## src/rtl/tri_fir_pkg.sv

```systemverilog
// Shared types and helpers for the triangular FIR smoother.
// The coefficient and width helpers are constant functions, so they can be
// used in parameter defaults and in elaboration-time loops.
package tri_fir_pkg;

  typedef enum logic [1:0] {
    StIdle  = 2'd0,
    StRun   = 2'd1,
    StFlush = 2'd2
  } tri_fir_state_e;

  // Triangular weight of tap k for half-length h: 1, 2, .., h+1, .., 2, 1.
  function automatic int unsigned tri_fir_coef(input int unsigned k, input int unsigned h);
    int unsigned up;
    int unsigned down;
    up   = k + 1;
    down = 2 * h + 1 - k;
    return (up < down) ? up : down;
  endfunction

  // Width that holds the full-precision weighted sum; the weights add up to (h+1)^2.
  function automatic int unsigned tri_fir_sum_w(input int unsigned data_w, input int unsigned h);
    return data_w + $clog2((h + 1) * (h + 1));
  endfunction

endpackage

```

## src/rtl/tri_fir_mac.sv

```systemverilog
// Combinational triangular-weighted sum of all window taps.
module tri_fir_mac
  import tri_fir_pkg::*;
#(
  parameter int unsigned DATA_W   = 10,
  parameter int unsigned HALF_LEN = 7,
  parameter int unsigned SUM_W    = tri_fir_sum_w(DATA_W, HALF_LEN)
) (
  input  logic [DATA_W-1:0] win_i [2*HALF_LEN+1],
  output logic [SUM_W-1:0]  sum_o
);

  localparam int unsigned Taps = 2 * HALF_LEN + 1;

  // Weighted sum; coefficients are constants, so each term becomes a shift-add.
  always_comb begin
    sum_o = '0;
    for (int unsigned k = 0; k < Taps; k++) begin
      sum_o = sum_o + SUM_W'(tri_fir_coef(k, HALF_LEN)) * SUM_W'(win_i[k]);
    end
  end

endmodule

```

## src/rtl/tri_fir_smoother.sv

```systemverilog
// Streaming triangular FIR smoother with edge replication at frame boundaries.
// Each frame of N samples yields exactly N outputs. Optional build macro
// TRI_FIR_NORM_EN divides the sum by the kernel gain (rounded) and narrows
// out_data to DATA_W bits.
module tri_fir_smoother
  import tri_fir_pkg::*;
#(
  parameter int unsigned DATA_W   = 10,
  parameter int unsigned HALF_LEN = 7,
  parameter int unsigned SUM_W    = tri_fir_sum_w(DATA_W, HALF_LEN)
) (
  input  logic              clk,
  input  logic              reset,
  input  logic              in_valid,
  output logic              in_ready,
  input  logic [DATA_W-1:0] in_data,
  input  logic              in_last,
  output logic              out_valid,
  input  logic              out_ready,
`ifdef TRI_FIR_NORM_EN
  output logic [DATA_W-1:0] out_data,
`else
  output logic [SUM_W-1:0]  out_data,
`endif
  output logic              out_last
);

  localparam int unsigned Taps = 2 * HALF_LEN + 1;
  localparam int unsigned CntW = (HALF_LEN < 2) ? 1 : $clog2(HALF_LEN + 1);
`ifdef TRI_FIR_NORM_EN
  localparam int unsigned OutW  = DATA_W;
  localparam int unsigned NormS = 2 * $clog2(HALF_LEN + 1);
  if ((1 << $clog2(HALF_LEN + 1)) != HALF_LEN + 1) begin : g_bad_half_len
    $error("tri_fir_smoother: HALF_LEN+1 must be a power of two when normalising");
  end
`else
  localparam int unsigned OutW = SUM_W;
`endif

  tri_fir_state_e    state_q, state_d;
  logic [CntW-1:0]   s_q, s_d;        // shifts since load, saturating at HALF_LEN
  logic [CntW-1:0]   f_q, f_d;        // flush shifts done
  logic [DATA_W-1:0] win_q [Taps];
  logic [DATA_W-1:0] win_d [Taps];
  logic              out_valid_q, out_valid_d;
  logic [OutW-1:0]   out_data_q, out_data_d;
  logic              out_last_q, out_last_d;

  logic              stall, accept, do_shift, produce, last_shift;
  logic [DATA_W-1:0] shift_in;
  logic [SUM_W-1:0]  sum_post;

  // The output register captures the sum of the post-shift window.
  tri_fir_mac #(
    .DATA_W  (DATA_W),
    .HALF_LEN(HALF_LEN),
    .SUM_W   (SUM_W)
  ) u_mac (
    .win_i(win_d),
    .sum_o(sum_post)
  );

  // Next-state: handshake, FSM, window update and output register load.
  always_comb begin
    stall      = out_valid_q & ~out_ready;
    in_ready   = ~reset & (state_q != StFlush) & ~stall;
    accept     = in_valid & in_ready;
    state_d    = state_q;
    s_d        = s_q;
    f_d        = f_q;
    win_d      = win_q;
    do_shift   = 1'b0;
    last_shift = 1'b0;
    shift_in   = in_data;

    unique case (state_q)
      StIdle: begin
        if (accept) begin
          // First sample fills the whole window, replicating x0 to the left.
          for (int k = 0; k < Taps; k++) win_d[k] = in_data;
          s_d     = '0;
          f_d     = '0;
          state_d = in_last ? StFlush : StRun;
        end
      end
      StRun: begin
        if (accept) begin
          do_shift = 1'b1;
          if (in_last) begin
            f_d     = '0;
            state_d = StFlush;
          end
        end
      end
      StFlush: begin
        if (!stall) begin
          // Replicate the newest sample (x[N-1]) to the right.
          do_shift = 1'b1;
          shift_in = win_q[Taps-1];
          f_d      = f_q + 1'b1;
          if (f_q == CntW'(HALF_LEN - 1)) begin
            last_shift = 1'b1;
            state_d    = StIdle;
          end
        end
      end
      default: state_d = StIdle;
    endcase

    if (do_shift) begin
      for (int k = 0; k < Taps - 1; k++) win_d[k] = win_q[k+1];
      win_d[Taps-1] = shift_in;
      s_d = (s_q == CntW'(HALF_LEN)) ? s_q : s_q + 1'b1;
    end
    produce = do_shift & (s_d == CntW'(HALF_LEN));

    out_valid_d = out_valid_q;
    out_data_d  = out_data_q;
    out_last_d  = out_last_q;
    if (produce) begin
      out_valid_d = 1'b1;
`ifdef TRI_FIR_NORM_EN
      out_data_d  = OutW'((sum_post + (SUM_W'(1) << (NormS - 1))) >> NormS);
`else
      out_data_d  = sum_post;
`endif
      out_last_d  = last_shift;
    end else if (!stall) begin
      out_valid_d = 1'b0;
      out_last_d  = 1'b0;
    end
  end

  // State registers with synchronous active-high reset.
  always_ff @(posedge clk) begin
    if (reset) begin
      state_q     <= StIdle;
      s_q         <= '0;
      f_q         <= '0;
      win_q       <= '{default: '0};
      out_valid_q <= 1'b0;
      out_data_q  <= '0;
      out_last_q  <= 1'b0;
    end else begin
      state_q     <= state_d;
      s_q         <= s_d;
      f_q         <= f_d;
      win_q       <= win_d;
      out_valid_q <= out_valid_d;
      out_data_q  <= out_data_d;
      out_last_q  <= out_last_d;
    end
  end

  assign out_valid = out_valid_q;
  assign out_data  = out_data_q;
  assign out_last  = out_last_q;

endmodule

```

## config.mk

```make
export PLATFORM = sky130hd
export DESIGN_NAME = tri_fir_smoother
export DESIGN_NICKNAME = d
export VERILOG_FILES = /design/src/rtl/tri_fir_pkg.sv /design/src/rtl/tri_fir_mac.sv /design/src/rtl/tri_fir_smoother.sv
export SDC_FILE = /design/constraint.sdc
export NUM_CORES = 1
export LEC_CHECK = 0
export CORE_MARGIN = 1
export CORE_UTILIZATION = 45
export DETAILED_ROUTE_END_ITERATION = 16
export PLACE_DENSITY = 0.62
export SYNTH_ARGS = -nofsm -noshare
export SYNTH_HDL_FRONTEND = slang
export SYNTH_SLANG_ARGS = --single-unit
```

## constraint.sdc

```tcl
create_clock -name clk -period 19.8 [get_ports clk]
set_input_delay 3.96 -clock clk [delete_from_list [all_inputs] [get_ports clk]]
set_output_delay 3.96 -clock clk [all_outputs]
set_load 0.02 [all_outputs]
```

==> metrics.log, run 1 <==
[metrics] Critical Path Source Type: input port
[metrics] endpoint type of the worst setup path: flop
[metrics] register area share after synthesis: 0.241
[metrics] biggest cell delay along the critical path: 0.54 ns
[metrics] count of cells resized by post-cts repair: 0
[metrics] Final period util: 0.667
[metrics] clock buffers created by TritonCTS: 17
[metrics] maximum clock path buffer count: 2
[metrics] clock slew at the register clock pins of the worst setup and hold paths: 0.07 ns
[metrics] Final #Nets: 1979
[metrics] Distinct cells, synth: 51
[metrics] prevailing post-synth register cell: dfxtp_1
[metrics] Routed wire per std cell: 15.6 µm
[metrics] Hold-fix buffers, CTS: 0
[metrics] number of placement rows: 65
[metrics] CTS tree: yes
[metrics] top cells by area in the synthesized netlist: fa_1, dfxtp_1, ha_1, a21oi_1, inv_1
[metrics] Die Span Y: 182 µm
[metrics] Final Routed Wirelength: 32800 µm
[metrics] Crit Path Class: input port to flop
[metrics] transition at the pin with the smallest max-transition slack: 1.05 ns
[metrics] run status: completed
[metrics] vias in the first global route: 10400
[metrics] H-tree levels: 4
[metrics] number of port buffers: 33
[metrics] global placer's final weighted congestion: 0.862
[metrics] mean post-synth cell area: 8.72 µm²
[metrics] number of nets in the synthesized netlist: 1998
[metrics] count of buffering cells on the critical path with inverters included: 7
[metrics] Vias/cell: 5.04
[metrics] iteration-0 DRC count of the detailed router: 510
[metrics] maximum net fanout on the critical path: 119
[metrics] overflow left after global routing: 0
[metrics] Max Clock Freq: 0.0757 GHz
[metrics] Crit path required time: 20.19 ns
[metrics] Netlist Area Pre-Place: 0.0146 mm²
[metrics] pin count of the biggest net entering global routing: 184
[metrics] Pre-Repair DR Iteration Count: 5
[metrics] Floorplan Core Area: 0.0318 mm²
[metrics] Die Footprint: 0.0333 mm²
[metrics] share of cells above drive strength 1: 0.0317
[metrics] Tightest Hold Check Type: flop to flop
[metrics] share of Yosys cell area claimed by the top area cell type: 0.276
[metrics] area leader, netlist: fa_1
[metrics] unrepaired setup endpoints after global routing: no
[metrics] total number of clock tree sinks: 176
[metrics] wire length of the first global-routing pass: 53100 µm
[metrics] total count of max-transition violations in the final report: 0
[metrics] Antenna Nets Post-Route: 0
[metrics] hold violation count in the final report: 0
[metrics] antenna diode instance count: 0
[metrics] footprint of the flip-flops and latches: 0.00352 mm²
[metrics] most common cell type on the critical path: fa_1
[metrics] final setup violation count: 0
[metrics] Setup Fix Bufs, Post-CTS: 0
[metrics] worst clock skew on the final layout: 0.00861 ns
[metrics] CTS root buf: clkbuf_16
[metrics] I/O Pins: 34
[metrics] crit path time final: 13.21 ns
[metrics] Skew-Pair Late Insertion Delay: 0.44 ns
[metrics] via count: 10600
[metrics] total met2 wirelength after detailed routing: 17100 µm
[metrics] Total GRT Usage: 0.205
[metrics] layout-stage area growth over the synthesis result: 8.31%
[metrics] dominant delay contributor by cell family on the critical path: adder cells
[metrics] worst max-slew margin expressed relative to the limit: 0.302
[metrics] antenna violations before repair: 0
[metrics] synthesized instance count: 1680
[metrics] data arrival at the endpoint of the critical path: 13.60 ns
[metrics] DRC viols: 0
[metrics] FFs w/ async S/R, synth: 0
[metrics] area occupied by multi-input gates: 0.00974 mm²
[metrics] count of synthesis-stage warnings from yosys: 0
[metrics] met1 wire length: 14000 µm
[metrics] DIE WIDTH: 182 µm
[metrics] effective utilization at floorplan: 0.460
[metrics] Critical Path Slowest Stage Cell: nor2_2
[metrics] estimated wirelength of the detail-placed design: 25300 µm
[metrics] Total Negative Setup Slacks: 0 ns
[metrics] flip-flop and latch count after synthesis: 176
[metrics] number of enable flip-flop cells after synthesis: 0
[metrics] met3 routed wirelength: 685 µm
[metrics] count of max-cap constraint violations: 0
[metrics] count of fill cells added during filler insertion: 3044
[metrics] uppermost signal routing layer after detailed routing: met4
-- cell families (layout without fill, tap and decap cells) --
logic type / Yosys count / in the layout / share of synthesized area
AO/OA/AOI/OAI: 383 / 383 / 0.140
XOR/XNOR: 37 / 37 / 0.0221
adder cells (fa/ha/maj): 303 / 303 / 0.362
buffers and inverters: 360 / 353 / 0.0955
flip-flops: 176 / 176 / 0.241
multiplexers: 13 / 13 / 0.00897
AND/OR/NAND/NOR: 408 / 408 / 0.130
-- registers in the layout (all words and copies together) (netlist names) --
| register | flops |
|---|---|
| win_q | 150 |
| out_data | 16 |
| f_q | 3 |
| s_q | 3 |
| state_q | 2 |
| out_last | 1 |
| out_valid | 1 |
-- routing by layer --
layer	track usage	up-vias
met5	0	-
met4	0.0830	0
met3	0.0271	54
met2	0.365	148
met1	0.251	5176
li1	-	5249
-- metrics by stage --
stage	area [µm²]	util	hold slack [ns]	cells	worst slack [ns]
after detailed placement	15300	0.481	0.466	2077	6.15
after global placement	15300	0.481	0.448	2077	6.33
final	15900	0.499	0.479	2108	6.59
after floorplan	14600	-	0.440	1680	8.11
after global routing	15900	0.499	0.508	2108	6.04
after CTS	15900	0.499	0.479	2108	6.59
-- synth_stat cells (4+ instances only) --
cell / count
dfxtp_1: 176
nor3_1: 7
o21a_1: 4
mux2i_1: 12
xor2_1: 19
nor2_2: 4
nor2b_1: 108
fa_1: 202
nor2_1: 137
buf_2: 38
a21oi_1: 215
ha_1: 101
a21o_1: 19
clkbuf_1: 43
xnor2_1: 18
nand2b_1: 5
o21ai_0: 50
o21ai_1: 69
nand2_1: 127
inv_1: 277
-- placed cells by master, fill, tap and decap left out, drive strengths merged, types with 32 or more instances in the layout --
cell / instances
inv: 280
a21oi: 215
fa: 202
dfxtp: 176
nor2: 141
nand2: 127
o21ai: 119
nor2b: 108
ha: 101
clkdlybuf4s50: 32
-- layout make-up --
type                    count  area share
inverters                 277      0.0656
repair buffers             45      0.0282
flip-flops and latches    176       0.222
well taps                 435      0.0343
clock buffers              19      0.0273
multi-input cells        1144       0.614
clock inverters            12     0.00852
-- worst paths after layout --
path | from | to | slack [ns] | cells after the start
max reg2reg | state_q[0] | out_data[15] | 9.86 | 35
min | f_q[2] | f_q[2] | 0.48 | 2
min reg2reg | f_q[2] | f_q[2] | 0.48 | 2
max | out_ready | out_data[15] | 6.59 | 34
-- tightest hold or removal path: cells and delay by family, from the launching register on --
kind	cells	cell delay, ns
AND/OR/NAND/NOR	1	0.06
AO/OA/AOI/OAI	1	0.05
flip-flops	1	0.32
Power of run 1 is left out: the tool's default activity adds up to more than one toggle a clock period on the data nets, which glitch-free logic cannot reach.
==> run 2: changes to the inputs <==
Clock period 19.8 ns to 12.4 ns, I/O delays scaled along.
==> run 2 against run 1 <==
Effect of this change: die area is the same; register-to-register slack lost 6.9 ns; clock-buffer cell count grew 1; worst setup slack lost 5.4 ns; clock skew grew 0.0030 ns; worst hold slack gained 0.0031 ns; utilization grew 0.35 points; design area grew 0.70%; final cell count grew 0.66%; largest cell class unchanged; highest routed layer unchanged.
==> metrics.log, run 2 (synthesis results as in run 1) <==
[metrics] run status: completed
[metrics] clock buffers created by TritonCTS: 17
[metrics] Vias/cell: 5.02
[metrics] total number of clock tree sinks: 176
[metrics] CTS root buf: clkbuf_16
[metrics] startpoint of the most critical hold path: f_q[2]
[metrics] share of cells above drive strength 1: 0.0409
[metrics] Crit Path Class: input port to flop
[metrics] largest reg by FF count: win_q
[metrics] DRC viols: 0
[metrics] most frequent cells in the layout: inv_1, a21oi_1, fa_1, dfxtp_1, nor2_1
[metrics] Hold-fix buffers, CTS: 0
[metrics] layout-stage area growth over the synthesis result: 9.07%
[metrics] final setup violation count: 0
[metrics] iteration-0 DRC count of the detailed router: 522
[metrics] Die Footprint: 0.0333 mm²
[metrics] origin of the critical flop-to-flop path: state_q[0]
[metrics] Final period util: 0.907
[metrics] maximum net fanout on the critical path: 21
[metrics] Routed wire per std cell: 16.0 µm
[metrics] crit path time final: 11.24 ns
[metrics] worst max-slew margin expressed relative to the limit: 0.298
[metrics] antenna diode instance count: 0
[metrics] clock slew at the register clock pins of the worst setup and hold paths: 0.07 ns
[metrics] I/O Pins: 34
[metrics] overflow left after global routing: 0
[metrics] total count of max-transition violations in the final report: 0
[metrics] count of fill cells added during filler insertion: 3056
[metrics] H-tree levels: 4
[metrics] antenna violations before repair: 0
[metrics] endpoint type of the worst setup path: flop
[metrics] DIE WIDTH: 182 µm
[metrics] number of port buffers: 33
[metrics] worst clock skew on the final layout: 0.0117 ns
[metrics] hold violation count in the final report: 0
[metrics] Critical Path Source Type: input port
[metrics] Setup Fix Bufs, Post-CTS: 0
[metrics] Final #Nets: 1992
[metrics] estimated wirelength of the detail-placed design: 26600 µm
[metrics] transition at the pin with the smallest max-transition slack: 1.05 ns
[metrics] Total Negative Setup Slacks: 0 ns
[metrics] most common cell after layout, fill and taps aside: inv_1
[metrics] Pre-Repair DR Iteration Count: 5
[metrics] Antenna Nets Post-Route: 0
[metrics] Final Routed Wirelength: 33900 µm
[metrics] data arrival at the endpoint of the critical path: 11.64 ns
[metrics] Max Clock Freq: 0.0889 GHz
[metrics] maximum clock path buffer count: 2
[metrics] Floorplan Core Area: 0.0318 mm²
[metrics] launch point of the critical path: out_ready
[metrics] effective utilization at floorplan: 0.460
[metrics] unrepaired setup endpoints after global routing: no
[metrics] count of max-cap constraint violations: 0
[metrics] Crit path required time: 12.80 ns
[metrics] global placer's final weighted congestion: 0.888
[metrics] number of placement rows: 65
[metrics] count of cells resized by post-cts repair: 0
[metrics] Total GRT Usage: 0.217
[metrics] biggest cell delay along the critical path: 0.57 ns
[metrics] CTS tree: yes
[metrics] vias in the first global route: 10600
[metrics] Tightest Hold Check Type: flop to flop
[metrics] wire length of the first global-routing pass: 55500 µm
[metrics] most common cell type on the critical path: fa_1
[metrics] via count: 10700
[metrics] Largest register FFs: 150
[metrics] Critical Path Slowest Stage Cell: fa_1
[metrics] Skew-Pair Late Insertion Delay: 0.46 ns
[metrics] Die Span Y: 182 µm
[metrics] pin count of the biggest net entering global routing: 98
run 2: changes by cell type in the layout (fill, tap and decap cells not counted), moves of 2 or more:
cell,previous run,this run
buf_4,10,23
clkbuf_8,0,3
bufinv_16,2,0
clkbuf_1,2,0
clkinv_2,2,0
clkinvlp_4,4,2
inv_6,3,5
inv_8,0,2
run 2: critical path: cells and delay by family:
kind            cells  cell delay (ns)
compound gates     10             2.31
xor+xnor            1             0.19
fa+ha+maj           9             4.18
buf+inv             6             1.14
simple gates        5             1.33
run 2: path summary, 6_finish.rpt:
check / to / slack (ns) / cells past startpoint
max: out_data[15] / 1.16 / 31
min: f_q[2] / 0.48 / 2
max reg2reg: out_data[15] / 2.98 / 32
min reg2reg: f_q[2] / 0.48 / 2
run 2: cell type report:
cell class                 instances  area [µm²]  share of cell area
tap                              435         544              0.0341
clock buffer                      20         467              0.0292
clock inverter                    12         115             0.00721
sequential                       176        3520               0.221
multi-input combinational       1144        9740               0.610
timing repair buffer              58         544              0.0341
inverter                         277        1040              0.0651
run 2: layer usage:
metal	vias to the layer above	routed length, µm	GRT usage
met3	35	770	0.0311
li1	5280	-	-
met4	0	858	0.0736
met5	-	0	0
met2	140	17800	0.390
met1	5200	14500	0.265
run 2: per-stage QoR:
step	utilization	cells	hold slack, ns	cell area, µm²	setup slack [ns]
2_1_floorplan	-	1680	0.440	14600	2.19
3_3_place_gp	0.484	2090	0.454	15400	0.930
3_5_place_dp	0.484	2090	0.466	15400	0.731
4_1_cts	0.502	2122	0.479	16000	1.20
5_1_grt	0.502	2122	0.513	16000	0.765
6_report	0.502	2122	0.482	16000	1.16
Power of run 2 is left out for the same reason.
==> run 3: changes to the inputs <==
Settings changed: ABC_CLOCK_PERIOD_IN_PS from default to 12400.
==> results of run 3 <==
No change in the layout: final DEF, timing and power equal those of run 2.
Power of run 3 is left out for the same reason.
